File: src/rtl/ball_fsm_if.sv
// Bounce event in, ball state out: the link between game logic and ball_fsm.
interface ball_fsm_if;
  logic [1:0] bounce;
  logic [9:0] ball_pos_x;
  logic [9:0] ball_pos_y;
  logic [7:0] ball_size_x;
  logic [7:0] ball_size_y;
  logic       ball_dir_x;
  logic       ball_dir_y;
  logic       in_play;
  logic [7:0] rally_count;

  // Game logic side: issues bounce events, observes the ball.
  modport master (
    output bounce,
    input  ball_pos_x, ball_pos_y, ball_size_x, ball_size_y,
    input  ball_dir_x, ball_dir_y, in_play, rally_count
  );

  // Ball owner side.
  modport slave (
    input  bounce,
    output ball_pos_x, ball_pos_y, ball_size_x, ball_size_y,
    output ball_dir_x, ball_dir_y, in_play, rally_count
  );
endinterface

File: src/rtl/ball_fsm.sv
// Ball owner: serve/move FSM, motion tick, bounce hold-off and rally counter.
module ball_fsm #(
  parameter int unsigned SCREEN_X      = 640,
  parameter int unsigned SCREEN_Y      = 480,
  parameter int unsigned BALL_SIZE     = 8,
  parameter int unsigned STEP_X        = 2,
  parameter int unsigned STEP_Y        = 2,
  parameter int unsigned TICK_DIV      = 416667,
  parameter int unsigned SERVE_TICKS   = 60,
  parameter int unsigned HOLDOFF_TICKS = 4
) (
  input  logic       clock,
  input  logic       reset,
  ball_fsm_if.slave  bus
);

  localparam int unsigned TICK_W  = (TICK_DIV > 1) ? $clog2(TICK_DIV) : 1;
  localparam int unsigned SERVE_W = (SERVE_TICKS > 1) ? $clog2(SERVE_TICKS) : 1;
  localparam int unsigned HOLD_W  = $clog2(HOLDOFF_TICKS + 1);
  localparam int unsigned X_MAX   = SCREEN_X - BALL_SIZE;
  localparam int unsigned Y_MAX   = SCREEN_Y - BALL_SIZE;
  localparam int unsigned X_CTR   = X_MAX / 2;
  localparam int unsigned Y_CTR   = Y_MAX / 2;

  localparam logic [0:0] S_SERVE  = 1'b0;
  localparam logic [0:0] S_MOVING = 1'b1;

  logic [0:0]         state_q, state_d;
  logic [TICK_W-1:0]  tick_q, tick_d;
  logic [SERVE_W-1:0] serve_q, serve_d;
  logic [9:0]         pos_x_q, pos_x_d, pos_y_q, pos_y_d;
  logic               dir_x_q, dir_x_d, dir_y_q, dir_y_d;
  logic               in_play_q, in_play_d;
  logic [7:0]         rally_q, rally_d;
  logic [HOLD_W-1:0]  hold_x_q, hold_x_d, hold_y_q, hold_y_d;
  logic               armed_x_q, armed_x_d, armed_y_q, armed_y_d;
  logic               tick;

  // One step along an axis in 11-bit signed space, clamped to [0, lim].
  function automatic logic [9:0] step_pos(input logic [9:0] pos, input logic dir,
                                          input logic [10:0] step, input logic [10:0] lim);
    logic signed [10:0] n;
    n = dir ? $signed({1'b0, pos}) + $signed(step)
            : $signed({1'b0, pos}) - $signed(step);
    if (n[10])                 return 10'd0;
    else if (n > $signed(lim)) return lim[9:0];
    else                       return n[9:0];
  endfunction

  assign tick = (tick_q == TICK_W'(TICK_DIV - 1));

  // State and datapath registers; reset re-centres the ball immediately.
  always_ff @(posedge clock or posedge reset) begin
    if (reset) begin
      state_q   <= S_SERVE;
      tick_q    <= '0;
      serve_q   <= '0;
      pos_x_q   <= 10'(X_CTR);
      pos_y_q   <= 10'(Y_CTR);
      dir_x_q   <= 1'b1;
      dir_y_q   <= 1'b1;
      in_play_q <= 1'b0;
      rally_q   <= '0;
      hold_x_q  <= '0;
      hold_y_q  <= '0;
      armed_x_q <= 1'b1;
      armed_y_q <= 1'b1;
    end else begin
      state_q   <= state_d;
      tick_q    <= tick_d;
      serve_q   <= serve_d;
      pos_x_q   <= pos_x_d;
      pos_y_q   <= pos_y_d;
      dir_x_q   <= dir_x_d;
      dir_y_q   <= dir_y_d;
      in_play_q <= in_play_d;
      rally_q   <= rally_d;
      hold_x_q  <= hold_x_d;
      hold_y_q  <= hold_y_d;
      armed_x_q <= armed_x_d;
      armed_y_q <= armed_y_d;
    end
  end

  // Next-state logic: serve countdown, bounce acceptance and motion.
  always_comb begin
    state_d   = state_q;
    tick_d    = tick ? '0 : tick_q + 1'b1;
    serve_d   = serve_q;
    pos_x_d   = pos_x_q;
    pos_y_d   = pos_y_q;
    dir_x_d   = dir_x_q;
    dir_y_d   = dir_y_q;
    rally_d   = rally_q;
    hold_x_d  = hold_x_q;
    hold_y_d  = hold_y_q;
    armed_x_d = armed_x_q;
    armed_y_d = armed_y_q;

    // Re-arm only once the hold-off expired and the same code was released.
    if (hold_x_q == '0 && bus.bounce != 2'b01) armed_x_d = 1'b1;
    if (hold_y_q == '0 && bus.bounce != 2'b10) armed_y_d = 1'b1;

    case (state_q)
      S_SERVE: begin
        if (tick) begin
          if (serve_q == SERVE_W'(SERVE_TICKS - 1)) begin
            state_d = S_MOVING;
            serve_d = '0;
          end else begin
            serve_d = serve_q + 1'b1;
          end
        end
      end
      S_MOVING: begin
        if (bus.bounce == 2'b11) begin
          state_d   = S_SERVE;
          serve_d   = '0;
          pos_x_d   = 10'(X_CTR);
          pos_y_d   = 10'(Y_CTR);
          dir_x_d   = ~dir_x_q;
          rally_d   = '0;
          hold_x_d  = '0;
          hold_y_d  = '0;
          armed_x_d = 1'b1;
          armed_y_d = 1'b1;
        end else begin
          if (tick && hold_x_q != '0) hold_x_d = hold_x_q - 1'b1;
          if (tick && hold_y_q != '0) hold_y_d = hold_y_q - 1'b1;
          if (bus.bounce == 2'b01 && armed_x_q) begin
            dir_x_d   = ~dir_x_q;
            hold_x_d  = HOLD_W'(HOLDOFF_TICKS);
            armed_x_d = 1'b0;
            if (rally_q != 8'hFF) rally_d = rally_q + 8'd1;
          end
          if (bus.bounce == 2'b10 && armed_y_q) begin
            dir_y_d   = ~dir_y_q;
            hold_y_d  = HOLD_W'(HOLDOFF_TICKS);
            armed_y_d = 1'b0;
          end
          // A bounce in the tick cycle already steers this move.
          if (tick) begin
            pos_x_d = step_pos(pos_x_q, dir_x_d, 11'(STEP_X), 11'(X_MAX));
            pos_y_d = step_pos(pos_y_q, dir_y_d, 11'(STEP_Y), 11'(Y_MAX));
          end
        end
      end
      default: state_d = S_SERVE;
    endcase

    in_play_d = (state_d == S_MOVING);
  end

  assign bus.ball_pos_x  = pos_x_q;
  assign bus.ball_pos_y  = pos_y_q;
  assign bus.ball_size_x = 8'(BALL_SIZE);
  assign bus.ball_size_y = 8'(BALL_SIZE);
  assign bus.ball_dir_x  = dir_x_q;
  assign bus.ball_dir_y  = dir_y_q;
  assign bus.in_play     = in_play_q;
  assign bus.rally_count = rally_q;

endmodule

File: src/flat_wrapper.sv
// flat-port wrapper written by rule: the top's interface ports become plain ports
module ball_fsm_flat 
#(
  parameter int unsigned SCREEN_X      = 640,
  parameter int unsigned SCREEN_Y      = 480,
  parameter int unsigned BALL_SIZE     = 8,
  parameter int unsigned STEP_X        = 2,
  parameter int unsigned STEP_Y        = 2,
  parameter int unsigned TICK_DIV      = 416667,
  parameter int unsigned SERVE_TICKS   = 60,
  parameter int unsigned HOLDOFF_TICKS = 4
)
  (clock, reset, bus_bounce, bus_ball_pos_x, bus_ball_pos_y, bus_ball_size_x, bus_ball_size_y, bus_ball_dir_x, bus_ball_dir_y, bus_in_play, bus_rally_count);
  ball_fsm_if bus_i ();
  input  logic clock;
  input  logic reset;
  input wire logic [$bits(bus_i.bounce)-1:0] bus_bounce;
  output wire logic [$bits(bus_i.ball_pos_x)-1:0] bus_ball_pos_x;
  output wire logic [$bits(bus_i.ball_pos_y)-1:0] bus_ball_pos_y;
  output wire logic [$bits(bus_i.ball_size_x)-1:0] bus_ball_size_x;
  output wire logic [$bits(bus_i.ball_size_y)-1:0] bus_ball_size_y;
  output wire logic [$bits(bus_i.ball_dir_x)-1:0] bus_ball_dir_x;
  output wire logic [$bits(bus_i.ball_dir_y)-1:0] bus_ball_dir_y;
  output wire logic [$bits(bus_i.in_play)-1:0] bus_in_play;
  output wire logic [$bits(bus_i.rally_count)-1:0] bus_rally_count;
  assign bus_i.bounce = bus_bounce;
  assign bus_ball_pos_x = bus_i.ball_pos_x;
  assign bus_ball_pos_y = bus_i.ball_pos_y;
  assign bus_ball_size_x = bus_i.ball_size_x;
  assign bus_ball_size_y = bus_i.ball_size_y;
  assign bus_ball_dir_x = bus_i.ball_dir_x;
  assign bus_ball_dir_y = bus_i.ball_dir_y;
  assign bus_in_play = bus_i.in_play;
  assign bus_rally_count = bus_i.rally_count;
  ball_fsm #(.SCREEN_X(SCREEN_X), .SCREEN_Y(SCREEN_Y), .BALL_SIZE(BALL_SIZE), .STEP_X(STEP_X), .STEP_Y(STEP_Y), .TICK_DIV(TICK_DIV), .SERVE_TICKS(SERVE_TICKS), .HOLDOFF_TICKS(HOLDOFF_TICKS)) u_core (.clock(clock), .reset(reset), .bus(bus_i));
endmodule
File: config.mk
export PLATFORM = sky130hd
export DESIGN_NAME = ball_fsm_flat
export DESIGN_NICKNAME = d
export VERILOG_FILES = /design/src/rtl/ball_fsm_if.sv /design/src/rtl/ball_fsm.sv /design/src/flat_wrapper.sv
export SDC_FILE = /design/constraint.sdc
export NUM_CORES = 1
export LEC_CHECK = 0
export CAP_MARGIN = 25
export CORE_MARGIN = 1.5
export CORE_UTILIZATION = 51
export CTS_CLUSTER_SIZE = 8
export DETAILED_ROUTE_END_ITERATION = 12
export PLACE_DENSITY = 0.78
export SLEW_MARGIN = 20
export SYNTH_ARGS = -nofsm -noshare
export SYNTH_HDL_FRONTEND = slang
export SYNTH_SLANG_ARGS = --single-unit
File: constraint.sdc
create_clock -name clock -period 3.1 [get_ports clock]
set_input_delay 0.62 -clock clock [delete_from_list [all_inputs] [get_ports clock]]
set_output_delay 0.62 -clock clock [all_outputs]
set_load 0.02 [all_outputs]
==> flow_metrics.env <==
export IMPL_status="complete, no violations"
export IMPL_hpwl_um=6912
export IMPL_synth_area_um2=4104
export IMPL_setup_viol=0
export IMPL_synth_edf_count=0
export IMPL_r2r_start="u_core.armed_x_q$_DFF_PP1_"
export IMPL_wl_met1_um=4344
export IMPL_antenna_found_initial=1
export IMPL_r2r_end="u_core.bus.ball_pos_x[7]$_DFFE_PP0P_"
export IMPL_fp_dieH_um=92.71
export IMPL_layout_common_cells="dfrtp_1, nor2_1, nand2_1, buf_4, clkdlybuf4s50_1"
export IMPL_fillers=655
export IMPL_grtUsageTotal_pct=24.44
export IMPL_final_hold_viol_count=0
export IMPL_cts_buffer_depth=2
export IMPL_skew_ns=0.01332
export IMPL_finalNetCount=550
export IMPL_std_cell_rows=32
export IMPL_path_clk_slew_ns=0.07
export IMPL_ys_types=65
export IMPL_synth_top_flop_cell="dfrtp_1"
export IMPL_hold_path_end="u_core.hold_x_q[1]$_DFFE_PP0P_"
export IMPL_cp_start_kind="input port"
export IMPL_ant_nets=0
export IMPL_numCtsBuffers=9
export IMPL_p_leak_nw=2.213
export IMPL_grt_ovfl_total=0
export IMPL_cts_tree="yes"
export IMPL_drc=0
export IMPL_grt_max_degree=33
export IMPL_ys_seq_area_share_pct=38.23
export IMPL_area_delta_synth_final_pct=20.76
export IMPL_max_slew_margin_rel_pct=55.92
export IMPL_synth_area_top_cells="dfrtp_1, dfstp_2, nor2_1"
export IMPL_multi_input_area_um2=2336
export IMPL_mostFrequentLayoutCell="dfrtp_1"
export IMPL_fmax_mhz=337.1
export IMPL_place_ws_ns=-0.4225
export IMPL_stdcell_count=642
export IMPL_ys_seq_elements=62
export IMPL_insertion_delay_ns=0.34
export IMPL_met2_length_um=4560
export IMPL_start_util_pct=52.84
export IMPL_dieArea_um2=8594
export IMPL_worst_r2r_cell_count=11
export IMPL_top_level_ports=51
export IMPL_via_per_inst=5.726
export IMPL_syn_area_per_cell_um2=8.695
export IMPL_syn_inst=472
export IMPL_dr_total_vias=3676
export IMPL_top_layer="met4"
export IMPL_pwr_density_cell_nw_per_um2=545.4
export IMPL_hp_class="flop to flop"
export IMPL_async_reset_ff_share_pct=100.0
export IMPL_worstHoldPathCells=2
export IMPL_cap_violations=0
export IMPL_criticalPathCategory="input port to flop"
export IMPL_wl_per_cell_um=14.93
export IMPL_ir_worst_vdd_mv=0.2308
export IMPL_drv_slew=0
export IMPL_arrival_ns=3.20
export IMPL_yosysTopAreaCellShare_pct=29.27
export IMPL_fin_crit_sh_pct=95.70
export IMPL_grt_pass1_wl_um=16860
export IMPL_crit_required_ns=3.33
export IMPL_fin_crit_ns=2.967
export IMPL_dr_wl_met3_um=425
export IMPL_drt_iter0_markers=194
export IMPL_cts_root_buf="clkbuf_8"
export IMPL_yosysWarnings=0
export IMPL_tightestPinTransition_ns=0.6602
export IMPL_min_from="u_core.hold_x_q[1]$_DFFE_PP0P_"
export IMPL_regArea_um2=1569
export IMPL_dr_pass1_iters=4
export IMPL_crit_fanout=3
export IMPL_port_buffers=32
export IMPL_setup_ws_ns=0.1332
export IMPL_yosys_area_top_type="dfrtp_1"
export IMPL_coreArea_um2=7767
export IMPL_ff2ff_setup_slack_ns=0.13
export IMPL_htreeDepth=3
export IMPL_grt_pass1_vias=3569
export IMPL_gp_congestion=0.9391
export IMPL_dieWidth_um=92.71
export IMPL_drive_gt1_share_pct=17.44
export IMPL_dp_cells=623
export IMPL_clock_sinks=62
export IMPL_routed_wl_um=9583
export IMPL_endpoint_kind="flop"
-- what timing repair did --
item / 4_1_cts / 5_1_grt
gates cloned: 0 / 0
setup endpoints to repair: 1 / 1
hold buffers: 0 / 0
pin swaps: 4 / 2
buffers inserted: 0 / 2
gates resized for setup: 4 / 3
-- per-stage QoR --
stage / instance area (um^2) / setup TNS [ns] / utilization, % / power, mW / hold slack [ns]
after floorplan: 4200 / -0.1825 / - / 1.585 / 0.4485
after global placement: 4707 / -3.332 / 60.60 / 1.918 / 0.4622
after detailed placement: 4707 / -4.074 / 60.60 / 1.953 / 0.4718
after CTS: 4928 / 0 / 63.45 / 2.683 / 0.4865
after global routing: 4956 / -0.02172 / 63.80 / 2.867 / 0.5116
final: 4956 / 0 / 63.80 / 2.703 / 0.4828
-- sequential cells by signal (all words and copies together), names as in the netlist --
name / cells
u_core.armed_x_q: 1
u_core.armed_y_q: 1
u_core.bus.ball_dir_x: 1
u_core.bus.ball_dir_y: 1
u_core.bus.ball_pos_x: 9
u_core.bus.ball_pos_y: 9
u_core.bus.rally_count: 8
u_core.hold_x_q: 3
u_core.hold_y_q: 3
u_core.serve_q: 6
u_core.state_q: 1
u_core.tick_q: 19
-- worst max-delay path: stages --
cell	delay, ns
dlygate4sd2_1	0.26
and3b_2	0.25
xor2_4	0.17
xnor2_2	0.14
ha_2	0.18
and3_4	0.17
and3_4	0.17
or3_1	0.30
a22o_1	0.18
and3_4	0.18
or2_4	0.25
o41ai_4	0.33
-- how the worst max path moves through the flow --
stage                                     from                              endpoint  depth (start not counted)
floorplan                        bus_bounce[0]  u_core.bus.ball_pos_x[7]$_DFFE_PP0P_                         13
global placement                 bus_bounce[0]  u_core.bus.ball_pos_x[5]$_DFFE_PP1P_                         14
detailed placement               bus_bounce[0]  u_core.bus.ball_pos_x[7]$_DFFE_PP0P_                         12
CTS                              bus_bounce[0]  u_core.bus.ball_pos_x[7]$_DFFE_PP0P_                         12
global route        u_core.armed_x_q$_DFF_PP1_  u_core.bus.ball_pos_x[7]$_DFFE_PP0P_                         12
finish                           bus_bounce[0]  u_core.bus.ball_pos_x[7]$_DFFE_PP0P_                         12
-- power by group --
part           switching, mW  total (mW)  internal [mW]
Clock                  0.307       0.706          0.399
Sequential            0.0586       0.919          0.861
Combinational          0.550        1.08          0.528
-- cell usage after synthesis (13+ instances only) --
cell and count:
buf_4 19, dfrtp_1 48, dfstp_2 14, nor2_1 47, inv_1 22, xor2_1 19
a21oi_1 18, o21ai_0 26, xnor2_1 18, nand3_1 24, nand2_1 40, clkbuf_1 13
nor3_1 17
-- logic make-up (layout without fill, tap and decap cells) --
kind of cell / count (synthesis) / count (layout) / synth area share, %
multiplexers: 6 / 6 / 1.585
buffers and inverters: 61 / 112 / 7.622
AO/OA/AOI/OAI: 93 / 93 / 15.00
AND/OR/NAND/NOR: 197 / 197 / 24.76
adder cells (fa/ha/maj): 12 / 12 / 3.658
flip-flops: 62 / 62 / 38.23
other: 2 / 19 / 0.1830
XOR/XNOR: 39 / 39 / 8.964
-- cell type report --
cell class / instances / area share (%)
multi-input cells: 365 / 47.13
clock inverters: 2 / 0.2525
diodes: 1 / 0.05049
well taps: 102 / 2.575
clock buffers: 14 / 3.888
inverters: 23 / 1.742
flip-flops and latches: 62 / 31.66
repair buffers: 73 / 12.70
-- metal layers --
layer | vias to the layer above | GRT usage, %
met3 | 23 | 3.366
met1 | 1769 | 32.77
met4 | 0 | 11.99
met2 | 122 | 38.85
met5 | - | 0
li1 | 1762 | -
No activity file was read; power rests on OpenSTA's default activity.
